===== config.mk =====
export PLATFORM = sky130hd
export DESIGN_NAME = mem_read_ctrl
export DESIGN_NICKNAME = d
export VERILOG_FILES = /design/src/rtl/mem_read_pkg.sv /design/src/rtl/mem_read_timer.sv /design/src/rtl/mem_read_ctrl.sv
export SDC_FILE = /design/constraint.sdc
export NUM_CORES = 1
export LEC_CHECK = 0
export BUFFER_PORTS_ARGS = -buffer_cell sky130_fd_sc_hd__buf_2
export CAP_MARGIN = 5
export CORE_ASPECT_RATIO = 1.5
export CORE_MARGIN = 8
export CORE_UTILIZATION = 55
export DETAILED_ROUTE_END_ITERATION = 12
export PLACE_DENSITY = 0.85
export SLEW_MARGIN = 20
export SYNTH_ARGS = -nofsm -noshare
export SYNTH_HDL_FRONTEND = slang
export SYNTH_SLANG_ARGS = --single-unit

===== constraint.sdc =====
create_clock -name CLK -period 3.5 [get_ports CLK]
set_input_delay 0.525 -clock CLK [delete_from_list [all_inputs] [get_ports CLK]]
set_output_delay 0.525 -clock CLK [all_outputs]
set_load 0.05 [all_outputs]

===== src/rtl/mem_read_pkg.sv =====
// Shared types and constants for the memory read controller.
package mem_read_pkg;

    localparam int ADDR_W = 16;
    localparam int BYTE_W = 8;
    localparam int DATA_W = 2 * BYTE_W;

    localparam logic [DATA_W-1:0] ERR_DATA = 16'hFFFF;

    typedef enum logic [1:0] {
        IDLE  = 2'd0,
        RD_LO = 2'd1,
        RD_HI = 2'd2,
        FIN   = 2'd3
    } state_e;

endpackage


===== src/rtl/mem_read_timer.sv =====
// Per-byte MEM_ACK wait counter; flags expiry on the cycle the wait limit is reached.
module mem_read_timer #(
    parameter int TIMEOUT_CYCLES = 255
) (
    input  logic clk,
    input  logic rst_n,
    input  logic clr,
    input  logic req,
    input  logic ack,
    output logic expired
);

    localparam int CNT_W = $clog2(TIMEOUT_CYCLES + 1);
    localparam logic [CNT_W-1:0] LIMIT = CNT_W'(TIMEOUT_CYCLES - 1);

    logic [CNT_W-1:0] cnt_q, cnt_d;

    always_comb begin
        cnt_d = cnt_q;
        if (clr) begin
            cnt_d = '0;
        end else if (req && !ack) begin
            cnt_d = cnt_q + CNT_W'(1);
        end
    end

    always_ff @(posedge clk or negedge rst_n) begin
        if (!rst_n) begin
            cnt_q <= '0;
        end else begin
            cnt_q <= cnt_d;
        end
    end

    // An ACK in the limit cycle takes priority, so expiry requires !ack.
    assign expired = req && !ack && (cnt_q == LIMIT);

endmodule


===== src/rtl/mem_read_ctrl.sv =====
// Byte / little-endian word reader over an 8-bit REQ/ACK memory bus.
// Optional MEM_ACK timeout abort is enabled by defining MEM_READ_TIMEOUT_EN.
module mem_read_ctrl
    import mem_read_pkg::*;
#(
    parameter int TIMEOUT_CYCLES = 255
) (
    input  logic              CLK,
    input  logic              RESET_N,
    input  logic              START,
    input  logic              WORD,
    input  logic [ADDR_W-1:0] ADDR,
    output logic              BUSY,
    output logic              DONE,
    output logic [DATA_W-1:0] DATA,
    output logic              ERR,
    output logic              MEM_REQ,
    output logic [ADDR_W-1:0] MEM_ADDR,
    input  logic              MEM_ACK,
    input  logic [BYTE_W-1:0] MEM_RDATA
);

    state_e            state_q, state_d;
    logic              word_q, word_d;
    logic              busy_q, busy_d;
    logic              done_q, done_d;
    logic              err_q, err_d;
    logic              req_q, req_d;
    logic [ADDR_W-1:0] addr_q, addr_d;
    logic [DATA_W-1:0] data_q, data_d;
    logic              timeout;

`ifdef MEM_READ_TIMEOUT_EN
    logic timer_clr;

    // Every state change either starts a fresh byte request or ends the read.
    assign timer_clr = (state_d != state_q);

    mem_read_timer #(
        .TIMEOUT_CYCLES(TIMEOUT_CYCLES)
    ) u_timer (
        .clk    (CLK),
        .rst_n  (RESET_N),
        .clr    (timer_clr),
        .req    (req_q),
        .ack    (MEM_ACK),
        .expired(timeout)
    );
`else
    logic timeout_unused;

    assign timeout_unused = (TIMEOUT_CYCLES > 0);
    assign timeout        = 1'b0;
`endif

    always_comb begin
        state_d = state_q;
        word_d  = word_q;
        err_d   = err_q;
        req_d   = req_q;
        addr_d  = addr_q;
        data_d  = data_q;

        unique case (state_q)
            IDLE: begin
                if (START) begin
                    addr_d  = ADDR;
                    word_d  = WORD;
                    req_d   = 1'b1;
                    err_d   = 1'b0;
                    state_d = RD_LO;
                end
            end
            RD_LO: begin
                if (MEM_ACK) begin
                    data_d[BYTE_W-1:0] = MEM_RDATA;
                    if (word_q) begin
                        addr_d  = addr_q + ADDR_W'(1);
                        state_d = RD_HI;
                    end else begin
                        data_d[DATA_W-1:BYTE_W] = '0;
                        req_d   = 1'b0;
                        state_d = FIN;
                    end
                end else if (timeout) begin
                    data_d  = ERR_DATA;
                    err_d   = 1'b1;
                    req_d   = 1'b0;
                    state_d = FIN;
                end
            end
            RD_HI: begin
                if (MEM_ACK) begin
                    data_d[DATA_W-1:BYTE_W] = MEM_RDATA;
                    req_d   = 1'b0;
                    state_d = FIN;
                end else if (timeout) begin
                    data_d  = ERR_DATA;
                    err_d   = 1'b1;
                    req_d   = 1'b0;
                    state_d = FIN;
                end
            end
            FIN: begin
                state_d = IDLE;
            end
            default: begin
                state_d = IDLE;
            end
        endcase

        // Status outputs are registered, so derive them from the next state.
        busy_d = (state_d != IDLE);
        done_d = (state_d == FIN);
    end

    always_ff @(posedge CLK or negedge RESET_N) begin
        if (!RESET_N) begin
            state_q <= IDLE;
            word_q  <= 1'b0;
            busy_q  <= 1'b0;
            done_q  <= 1'b0;
            err_q   <= 1'b0;
            req_q   <= 1'b0;
            addr_q  <= '0;
            data_q  <= '0;
        end else begin
            state_q <= state_d;
            word_q  <= word_d;
            busy_q  <= busy_d;
            done_q  <= done_d;
            err_q   <= err_d;
            req_q   <= req_d;
            addr_q  <= addr_d;
            data_q  <= data_d;
        end
    end

    assign BUSY     = busy_q;
    assign DONE     = done_q;
    assign DATA     = data_q;
    assign ERR      = err_q;
    assign MEM_REQ  = req_q;
    assign MEM_ADDR = addr_q;

endmodule


==> results.md, run 1 <==
* Status: complete, no violations
* Rows at 27
* GPL Wtd Cong at ~0.84
* WL met2 at approximately 2700 um
* Via density at about 5.8
* Synthesized area at between 2000 and 2500 um^2
* Syn Inst Count at between 200 and 250
* Root Driver: clkbuf_8
* Placed Instances at between 300 and 400
* Fill cells at 298
* Synth unique cells at 42
* Register area share after synthesis at 46.0%
* Antenna violations before repair at 0
* Die Ht at between 90 and 100 um
* Antenna diodes at 0
* CTS clk-pin slew, worst paths at ~0.080 ns
* Fmax at approximately 0.46 GHz
* Core ar. at roughly 3600 um^2
* HPWL after DPL at 3650 um
* First-pass GRT wire length at around 9000 um
* Num Clock Sinks at 38
* Total CTS buffers at 5
* Port Buffer Count at 63
* Worst path max stage delay at around 0.48 ns
* Crit Path Max Fanout at 24
* Commonest non-fill, non-tap cell in the layout: buf_2
* Slew @ Worst Pin at ~0.83 ns
* Setup Viol. Count Final at 0
* RSZ-0062 raised after global routing: no
* Vias at ~1,800
* Max-cap violations at 0
* Clock Skew at between 0.01 and 0.015 ns
* Largest net degree at the start of global routing at 39
* PostCTS Resize Cnt at 0
* Most frequent cells in the layout: buf_2, dfrtp_1, nand2_1
* Crit path cell chain: inv_1, ha_1, buf_4, nand2b_1, nand4_1, nor3_1, a311oi_1
* Final Hold Fails at 0
* CP Class: reg2reg
* Hold buffers post-CTS at 0
* Worst Path Arrival at roughly 2.3 ns
* Fin nets at 308
* Setup_tns at 0 ns
* Total wire length at about 5200 um
* Fin crit period at between 2 and 2.5 ns
* Post-synthesis register bit count at 38
* Syn. warnings at 0
* Worst EP required at between 3 and 4 ns
* # Post-CTS Setup Buffers at 0
* Slew HR at 44.4%
* CTS tree: built
* Initial Utilization at a little under three fifths
* Vias in the first global route at between 1,500 and 2,000
* Die Area at 6020 um^2
* Area of the multi-input gates at between 1000 and 1500 um^2
* Pre-antenna DRT Iters at 4
* DR iter-0 viols at 165
* Post-route DRC at 0
* Area grow syn2layout at 22.3%
* Worst Setup End Kind: flip-flop
* WL met1 at 2050 um
* Global route total overflow at 0
* Die width at around 66 um
* CP Launch Type: flip-flop
* Worst min-delay path category: in2async
* Max Used Layer: met4
* Mean Syn Cell Area at between 9 and 10 um^2
* Register area at 951 um^2
* Period utilisation layout at approximately 62%
* Total track usage at between 10% and 20%
* Pre-CTS WS at between 1 and 1.5 ns
* WL/cell at approximately 16 um
* Top Ports at 65
* Non-Filler Instances at roughly 320
* Slew Limit Fails at 0
* Final ANT Viol Nets at 0
* Fraction of layout cells with a size suffix above 1 at 30.3%
* CTS H-Tree Depth at 2
* Mapped Nets at 247
* Critical-path top delay cell: nor3_1
* Clk buf depth at 2
* Metal3 WL at about 330 um
* Worst Setup Slack, final at around 1.3 ns
* Clock Latency Late Sink at approximately 0.30 ns
cell type report:
| cell class | instances | area share (%) |
|---|---|---|
| Clock inverter | 2 | 2.38 |
| Tap cell | 43 | 2.13 |
| Timing Repair Buffer | 64 | 12.8 |
| Sequential cell | 38 | 37.6 |
| Multi-Input combinational cell | 158 | 40.9 |
| Clock buffer | 6 | 3.27 |
| Inverter | 6 | 0.891 |
worst max-delay path: cells and delay by family (launching register included):
family / cells / cell delay [ns]
fa+ha+maj: 1 / 0.28
simple gates: 3 / 0.83
flops: 1 / 0.38
compound gates: 1 / 0.18
buf+inv: 2 / 0.34
per-layer routing:
layer | track usage (%) | vias to the layer above
met5 | 0 | -
met4 | 8.94 | 0
met3 | 5.66 | 14
met2 | 31.1 | 60
met1 | 20.9 | 871
li1 | - | 889
synth_stat cells (all sizes together):
| cell | n | area share, % |
|---|---|---|
| and4 | 3 | 1.4 |
| nand4 | 5 | 2.2 |
| ha | 6 | 3.6 |
| o21a | 2 | 0.73 |
| inv | 6 | 1.1 |
| a21o | 1 | 0.36 |
| or2b | 1 | 0.36 |
| and3 | 3 | 0.91 |
| a311oi | 4 | 1.7 |
| o2bb2ai | 1 | 0.42 |
| o32ai | 1 | 0.42 |
| mux2i | 9 | 4.4 |
| conb | 1 | 0.18 |
| o21ai | 19 | 4.6 |
| or2 | 5 | 1.5 |
| dfrtp | 38 | 46 |
| o211ai | 1 | 0.36 |
| nand3b | 2 | 0.73 |
| o221ai | 1 | 0.42 |
| nor3 | 4 | 2.0 |
| mux2 | 1 | 0.54 |
| nor4 | 1 | 0.30 |
| a21oi | 12 | 2.9 |
| buf | 5 | 1.9 |
| clkbuf | 5 | 0.91 |
| nand2b | 11 | 3.3 |
| nor2 | 8 | 1.5 |
| nand3 | 10 | 2.4 |
| a211oi | 3 | 1.1 |
| nand2 | 24 | 4.4 |
| a22o | 8 | 3.4 |
| nor2b | 4 | 1.2 |
| o22ai | 2 | 0.61 |
| a2bb2oi | 3 | 1.3 |
| nand4b | 2 | 0.85 |
cell families (layout without fill, tap and decap cells):
logic type | after synthesis | after routing | share of synthesized area, %
AND/OR/NAND/NOR | 83 | 83 | 23.1
other | 1 | 1 | 0.181
multiplexers | 10 | 10 | 4.90
flip-flops | 38 | 38 | 46.0
AO/OA/AOI/OAI | 58 | 58 | 18.3
buffers and inverters | 16 | 78 | 3.93
adder cells (fa/ha/maj) | 6 | 6 | 3.63
metrics by stage:
step                util (%)  area (um^2)  hold WS, ns
floorplan                  -         2070        0.229
global placement        65.4         2380        0.459
detailed placement      65.4         2380        0.465
CTS                     69.3         2530        0.356
global route            69.3         2530        0.386
finish                  69.3         2530        0.308
registers in the layout (all words and copies together), names as in the netlist:
name,count
DONE,1
BUSY,1
DATA,16
MEM_ADDR,16
MEM_REQ,1
state_q,2
word_q,1
worst paths after layout:
| check | from | slack, ns | end | depth (start not counted) |
|---|---|---|---|---|
| setup reg to reg | state_q[1] | 1.35 | MEM_ADDR[13] | 7 |
| hold / removal | RESET_N | 0.31 | DATA[5] | 1 |
| setup / recovery | state_q[1] | 1.35 | MEM_ADDR[13] | 7 |
| hold reg to reg | DATA[5] | 0.48 | DATA[5] | 2 |
| max in group asynchronous | RESET_N | 2.64 | BUSY | 1 |
| min in group CLK | MEM_RDATA[5] | 0.45 | DATA[13] | 2 |
Power of run 1 is left out: the tool's default activity adds up to more than one toggle a clock period on the data nets, which glitch-free logic cannot reach.
==> run 2: changes to the inputs <==
--- a/config.mk
+++ b/config.mk
@@ -9,9 +9,9 @@
 export CAP_MARGIN = 5
 export CORE_ASPECT_RATIO = 1.5
 export CORE_MARGIN = 8
-export CORE_UTILIZATION = 55
+export CORE_UTILIZATION = 51
 export DETAILED_ROUTE_END_ITERATION = 12
-export PLACE_DENSITY = 0.85
+export PLACE_DENSITY = 0.8
 export SLEW_MARGIN = 20
 export SYNTH_ARGS = -nofsm -noshare
 export SYNTH_HDL_FRONTEND = slang
==> constraint.sdc (replaced) <==
create_clock -name CLK -period 2.2 [get_ports CLK]
set_input_delay 0.33 -clock CLK [delete_from_list [all_inputs] [get_ports CLK]]
set_output_delay 0.33 -clock CLK [all_outputs]
set_load 0.05 [all_outputs]
==> run 2 against run 1 <==
Compared with the run above: core utilization down 5.7 points; sequential cell count is the same; die area increased by 6.2%; cell count increased by 1.3%; critical path depth down 1; wire length shrank 1.6%; critical path type unchanged; largest cell class unchanged; highest routed layer unchanged.
==> results.md, run 2 (synthesized netlist as in run 1, its figures left out) <==
* Die Ht at 94.0 um (+3.2%)
* Worst path max stage delay at 0.41 ns (-0.07 ns)
* Critical-path top delay cell: nor3_1
* # Post-CTS Setup Buffers at 0 (unchanged)
* Via density at 5.63 (-2.7%)
* Die width at 68.0 um (+2.9%)
* Rows at 28 (+3.7%)
* Vias at 1,807 (-1.5%)
* Setup_tns at 0 ns (unchanged)
* Port Buffer Count at 63 (unchanged)
* Setup Viol. Count Final at 0 (unchanged)
* PostCTS Resize Cnt at 0 (unchanged)
* Vias in the first global route at 1,887 (-0.63%)
* First-pass GRT wire length at 8670 um (-4.1%)
* Crit path to: MEM_ADDR[11]
* Num Clock Sinks at 38 (unchanged)
* Most frequent cells in the layout: buf_2, dfrtp_1, nand2_1
* Largest net degree at the start of global routing at 39 (unchanged)
* Clock Latency Late Sink at 0.30 ns (about the same)
* Fin crit period at 1.93 ns (-0.226 ns)
* DR iter-0 viols at 82 (-50%)
* Final Hold Fails at 0 (unchanged)
* Fin nets at 310 (+0.65%)
* CTS tree: built
* Worst Setup SP: state_q[0]
* Worst Setup End Kind: flip-flop
* Worst Path Arrival at 2.09 ns (-0.22 ns)
* Total wire length at 5140 um (-1.6%)
* Initial Utilization at 52.7% (-4.0 points)
* RSZ-0062 raised after global routing: no
* HPWL after DPL at 3820 um (+4.5%)
* Global route total overflow at 0 (unchanged)
* Slew @ Worst Pin at 0.855 ns (+0.0206 ns)
* Worst reg-to-reg path cell count at 6 (-1)
* Status: complete, no violations
* Final ANT Viol Nets at 0 (unchanged)
* Max-cap violations at 0 (unchanged)
* Worst EP required at 2.36 ns (-1.29 ns)
* Worst min-delay path category: in2async
* Fraction of layout cells with a size suffix above 1 at 30.4% (+0.14 points)
* Crit path cell chain: inv_1, ha_1, or2b_1, nand4_1, nor3_1, a311oi_1
* Period utilisation layout at 87.6% (+26 points)
* Core ar. at 3920 um^2 (+7.5%)
* Top Ports at 65 (unchanged)
* Crit Path Max Fanout at 6 (-75%)
* WL/cell at 16.0 um (-2.9%)
* R2R Path End: MEM_ADDR[11]
* Antenna diodes at 0 (unchanged)
* Total track usage at 17.3% (-1.4 points)
* Total CTS buffers at 5 (unchanged)
* Die Area at 6390 um^2 (+6.2%)
* Root Driver: clkbuf_8
* Antenna violations before repair at 0 (unchanged)
* R2R Setup Slk at 0.27 ns (-1.07 ns)
* Slew Limit Fails at 0 (unchanged)
* Commonest non-fill, non-tap cell in the layout: buf_2
* Slew HR at 43.0% (-1.4 points)
* Clk buf depth at 2 (unchanged)
* CTS clk-pin slew, worst paths at 0.07 ns (about the same)
* CTS H-Tree Depth at 2 (unchanged)
* CP Launch Type: flip-flop
* CP Class: reg2reg
* Hold buffers post-CTS at 0 (unchanged)
* Pre-antenna DRT Iters at 4 (unchanged)
* Reg2reg start: state_q[0]
* Fmax at 0.519 GHz (+12%)
* Area grow syn2layout at 20.6%
* Clock Skew at 0.00622 ns (-0.00783 ns)
* GPL Wtd Cong at 0.776 (-8.1%)
* Post-route DRC at 0 (unchanged)
run 2: critical path: cells and delay by family (launching register included):
kind,cells,cell delay (ns)
AND/OR/NAND/NOR,3,0.90
flip-flops,1,0.40
adder cells (fa/ha/maj),1,0.26
AO/OA/AOI/OAI,1,0.15
buffers and inverters,1,0.10
run 2: stage by stage:
step	cells	util (%)	hold WS (ns)	worst slack, ns	instance area (um^2)
2_1_floorplan	212	-	0.0344	0.442	2070
3_3_place_gp	313	61.2	0.458	0.368	2400
3_5_place_dp	313	61.2	0.476	0.301	2400
4_1_cts	321	63.6	0.168	0.285	2490
5_1_grt	321	63.6	0.214	0.0499	2490
6_report	321	63.6	0.141	0.273	2490
run 2: how the worst min path moves through the flow:
stage,to,cells after the start,slack (ns),startpoint
floorplan,BUSY,0,0.03,RESET_N
global placement,DATA[6],2,0.46,DATA[6]
detailed placement,DATA[2],2,0.48,DATA[2]
CTS,DATA[13],1,0.17,RESET_N
global route,DATA[8],1,0.21,RESET_N
finish,DATA[13],1,0.14,RESET_N
run 2: layer usage:
layer  up-vias  share of wire [%]  track usage [%]
met1       866                 39             19.4
met2        45                 52             29.0
met3         5                7.3             5.62
met4         0                1.3             6.69
li1        891                  -                -
met5         -                  0                0
run 2: layout make-up:
class | count | area (um^2)
clock buffer | 7 | 86.3
clock inverter | 1 | 5.00
fill | 353 | 1430
inverter | 6 | 22.5
multi-input combinational | 158 | 1030
sequential | 38 | 951
tap | 45 | 56.3
timing repair buffer | 66 | 338
Power of run 2 is left out for the same reason.
==> run 3: changes to the inputs <==
==> constraint.sdc (replaced) <==
create_clock -name CLK -period 1.8 [get_ports CLK]
set_input_delay 0.27 -clock CLK [delete_from_list [all_inputs] [get_ports CLK]]
set_output_delay 0.27 -clock CLK [all_outputs]
set_load 0.05 [all_outputs]
==> run 3 against run 2 <==
Compared with the run above: worst setup slack got worse by 0.17 ns; count of clock-buffer cells in the layout decreased by 1; wire length increased by 11%; register-to-register slack got worse by 0.17 ns; clock skew decreased by 0.0019 ns; first-iteration DRC count increased by 44%; largest cell class unchanged; core utilization increased by 5.0 points; via count increased by 5.9%; design area increased by 7.9%.
==> results.md, run 3 (synthesized netlist as in run 1, its figures left out) <==
* Pre-antenna DRT Iters at 7 (+3)
* Root Driver: clkbuf_8
* Total CTS buffers at 5 (unchanged)
* Antenna diodes at 0 (unchanged)
* Crit Path Max Fanout at 9 (+3)
* CTS clk-pin slew, worst paths at 0.07 ns (about the same)
* Fin crit period at 1.70 ns (-0.231 ns)
* Fin nets at 324 (+4.5%)
* Fraction of layout cells with a size suffix above 1 at 37.0% (+6.6 points)
* Num Clock Sinks at 38 (unchanged)
* CTS tree: built
* Commonest non-fill, non-tap cell in the layout: buf_2
* Slew Limit Fails at 0 (unchanged)
* WL/cell at 17.1 um (+6.8%)
* Max-cap violations at 0 (unchanged)
* Most frequent cells in the layout: buf_2, dfrtp_1, nand2_1
* DR iter-0 viols at 118 (+44%)
* Fmax at 0.590 GHz (+14%)
* Most used cell, CP: a21oi_1
* Rows at 28 (unchanged)
* CTS H-Tree Depth at 2 (unchanged)
* Crit path cell chain: inv_2, ha_4, or2b_4, and4_4, buf_6, a21oi_1, a21oi_1
* Clk buf depth at 2 (unchanged)
* Setup_tns at 0 ns (unchanged)
* CP Class: reg2reg
* Register area at 951 um^2 (unchanged)
* GPL Wtd Cong at 0.841 (+8.4%)
* Worst min-delay path category: in2reg
* Die width at 68.0 um (unchanged)
* Placed Instances at 322 (+2.9%)
* Area of the multi-input gates at 1090 um^2 (+5.8%)
* Die Ht at 94.0 um (unchanged)
* HPWL after DPL at 4090 um (+7.0%)
* Status: complete, no violations
* Fill cells at 345 (-2.3%)
* Worst EP required at 1.98 ns (-0.38 ns)
* Final ANT Viol Nets at 0 (unchanged)
* Post-route DRC at 0 (unchanged)
* RSZ-0062 raised after global routing: no
* Antenna violations before repair at 0 (unchanged)
* Vias in the first global route at 1,973 (+4.6%)
* Global route total overflow at 0 (unchanged)
* Clock Skew at 0.00430 ns (-0.00192 ns)
* Largest net degree at the start of global routing at 21 (-46%)
* Final Hold Fails at 0 (unchanged)
* First-pass GRT wire length at 9100 um (+4.9%)
* Die Area at 6390 um^2 (unchanged)
* Period utilisation layout at 94.2% (+6.6 points)
* Vias at 1,914 (+5.9%)
* Non-Filler Instances at 334 (+4.0%)
* Top Ports at 65 (unchanged)
* Worst Path Arrival at 1.88 ns (-0.21 ns)
* Setup Viol. Count Final at 0 (unchanged)
* Worst Setup End Kind: flip-flop
* Final Core Density at 68.6% (+5.0 points)
* Worst path max stage delay at 0.42 ns (about the same)
* Clock Latency Late Sink at 0.29 ns (about the same)
* Initial Utilization at 52.7% (unchanged)
* CP Launch Type: flip-flop
* Area grow syn2layout at 30.2%
* Core ar. at 3920 um^2 (unchanged)
* Total wire length at 5710 um (+11%)
* Critical-path top delay cell: dfrtp_1
* Port Buffer Count at 63 (unchanged)
* Via density at 5.73 (+1.8%)
* Total track usage at 18.4% (+1.1 points)
==> run 3: cell count changes in the layout (fill, tap and decap cells not counted), sizes merged <==
cell         delta
dlygate4sd3     +1
clkbuf          -1
bufinv          +1
buf            +12
clkinv          -1
and4            +1
==> run 3: cell type report <==
cell class                      count  share of cell area (%)
Tap cell                           45                    2.09
Clock buffer                        6                    3.07
Sequential cell                    38                    35.3
Multi-Input combinational cell    159                    40.7
Inverter                            6                   0.837
Clock inverter                      1                    1.12
Timing Repair Buffer               79                    16.9
==> run 3: layer usage <==
layer,vias up,share of wire [%],GRT usage [%]
met5,-,0,0
met4,0,2.2,8.58
met3,11,6.1,5.85
met2,61,54,31.5
met1,916,38,19.6
li1,926,-,-
==> run 3: what timing repair did <==
action                                  CTS  global route
setup buffers                             2             1
resized for setup                         3            10
hold buffers                              1             0
pin swaps                                 2             2
gates cloned                              1             0
endpoints found under the hold margin    19             0
endpoints found under the setup margin    7            24
==> run 3: metrics by stage <==
stage	hold WS [ns]	setup slack [ns]	area (um^2)
finish	0.207	0.104	2690
global route	0.190	0.00365	2690
CTS	0.199	0.00982	2640
detailed placement	0.249	-0.0598	2480
global placement	0.242	0.0145	2480
floorplan	-0.0256	0.0416	2070
==> run 3: worst max-delay path: cells and delay by family, from the launching register on <==
kind	cells	cell delay, ns
buf+inv	2	0.26
fa+ha+maj	1	0.15
simple gates	2	0.55
compound gates	2	0.20
flops	1	0.42
==> run 3: path summary, 6_finish.rpt <==
check | to | depth (start not counted) | slack, ns | startpoint
min in group asynchronous | DATA[13] | 2 | 0.45 | RESET_N
worst max register to register | MEM_ADDR[3] | 7 | 0.10 | state_q[0]
worst min-delay path | DATA[8] | 2 | 0.21 | MEM_RDATA[0]
worst min register to register | DATA[6] | 2 | 0.48 | DATA[6]
max in group asynchronous | MEM_ADDR[12] | 3 | 0.88 | RESET_N
worst max-delay path | MEM_ADDR[3] | 7 | 0.10 | state_q[0]
Power of run 3 is left out for the same reason.
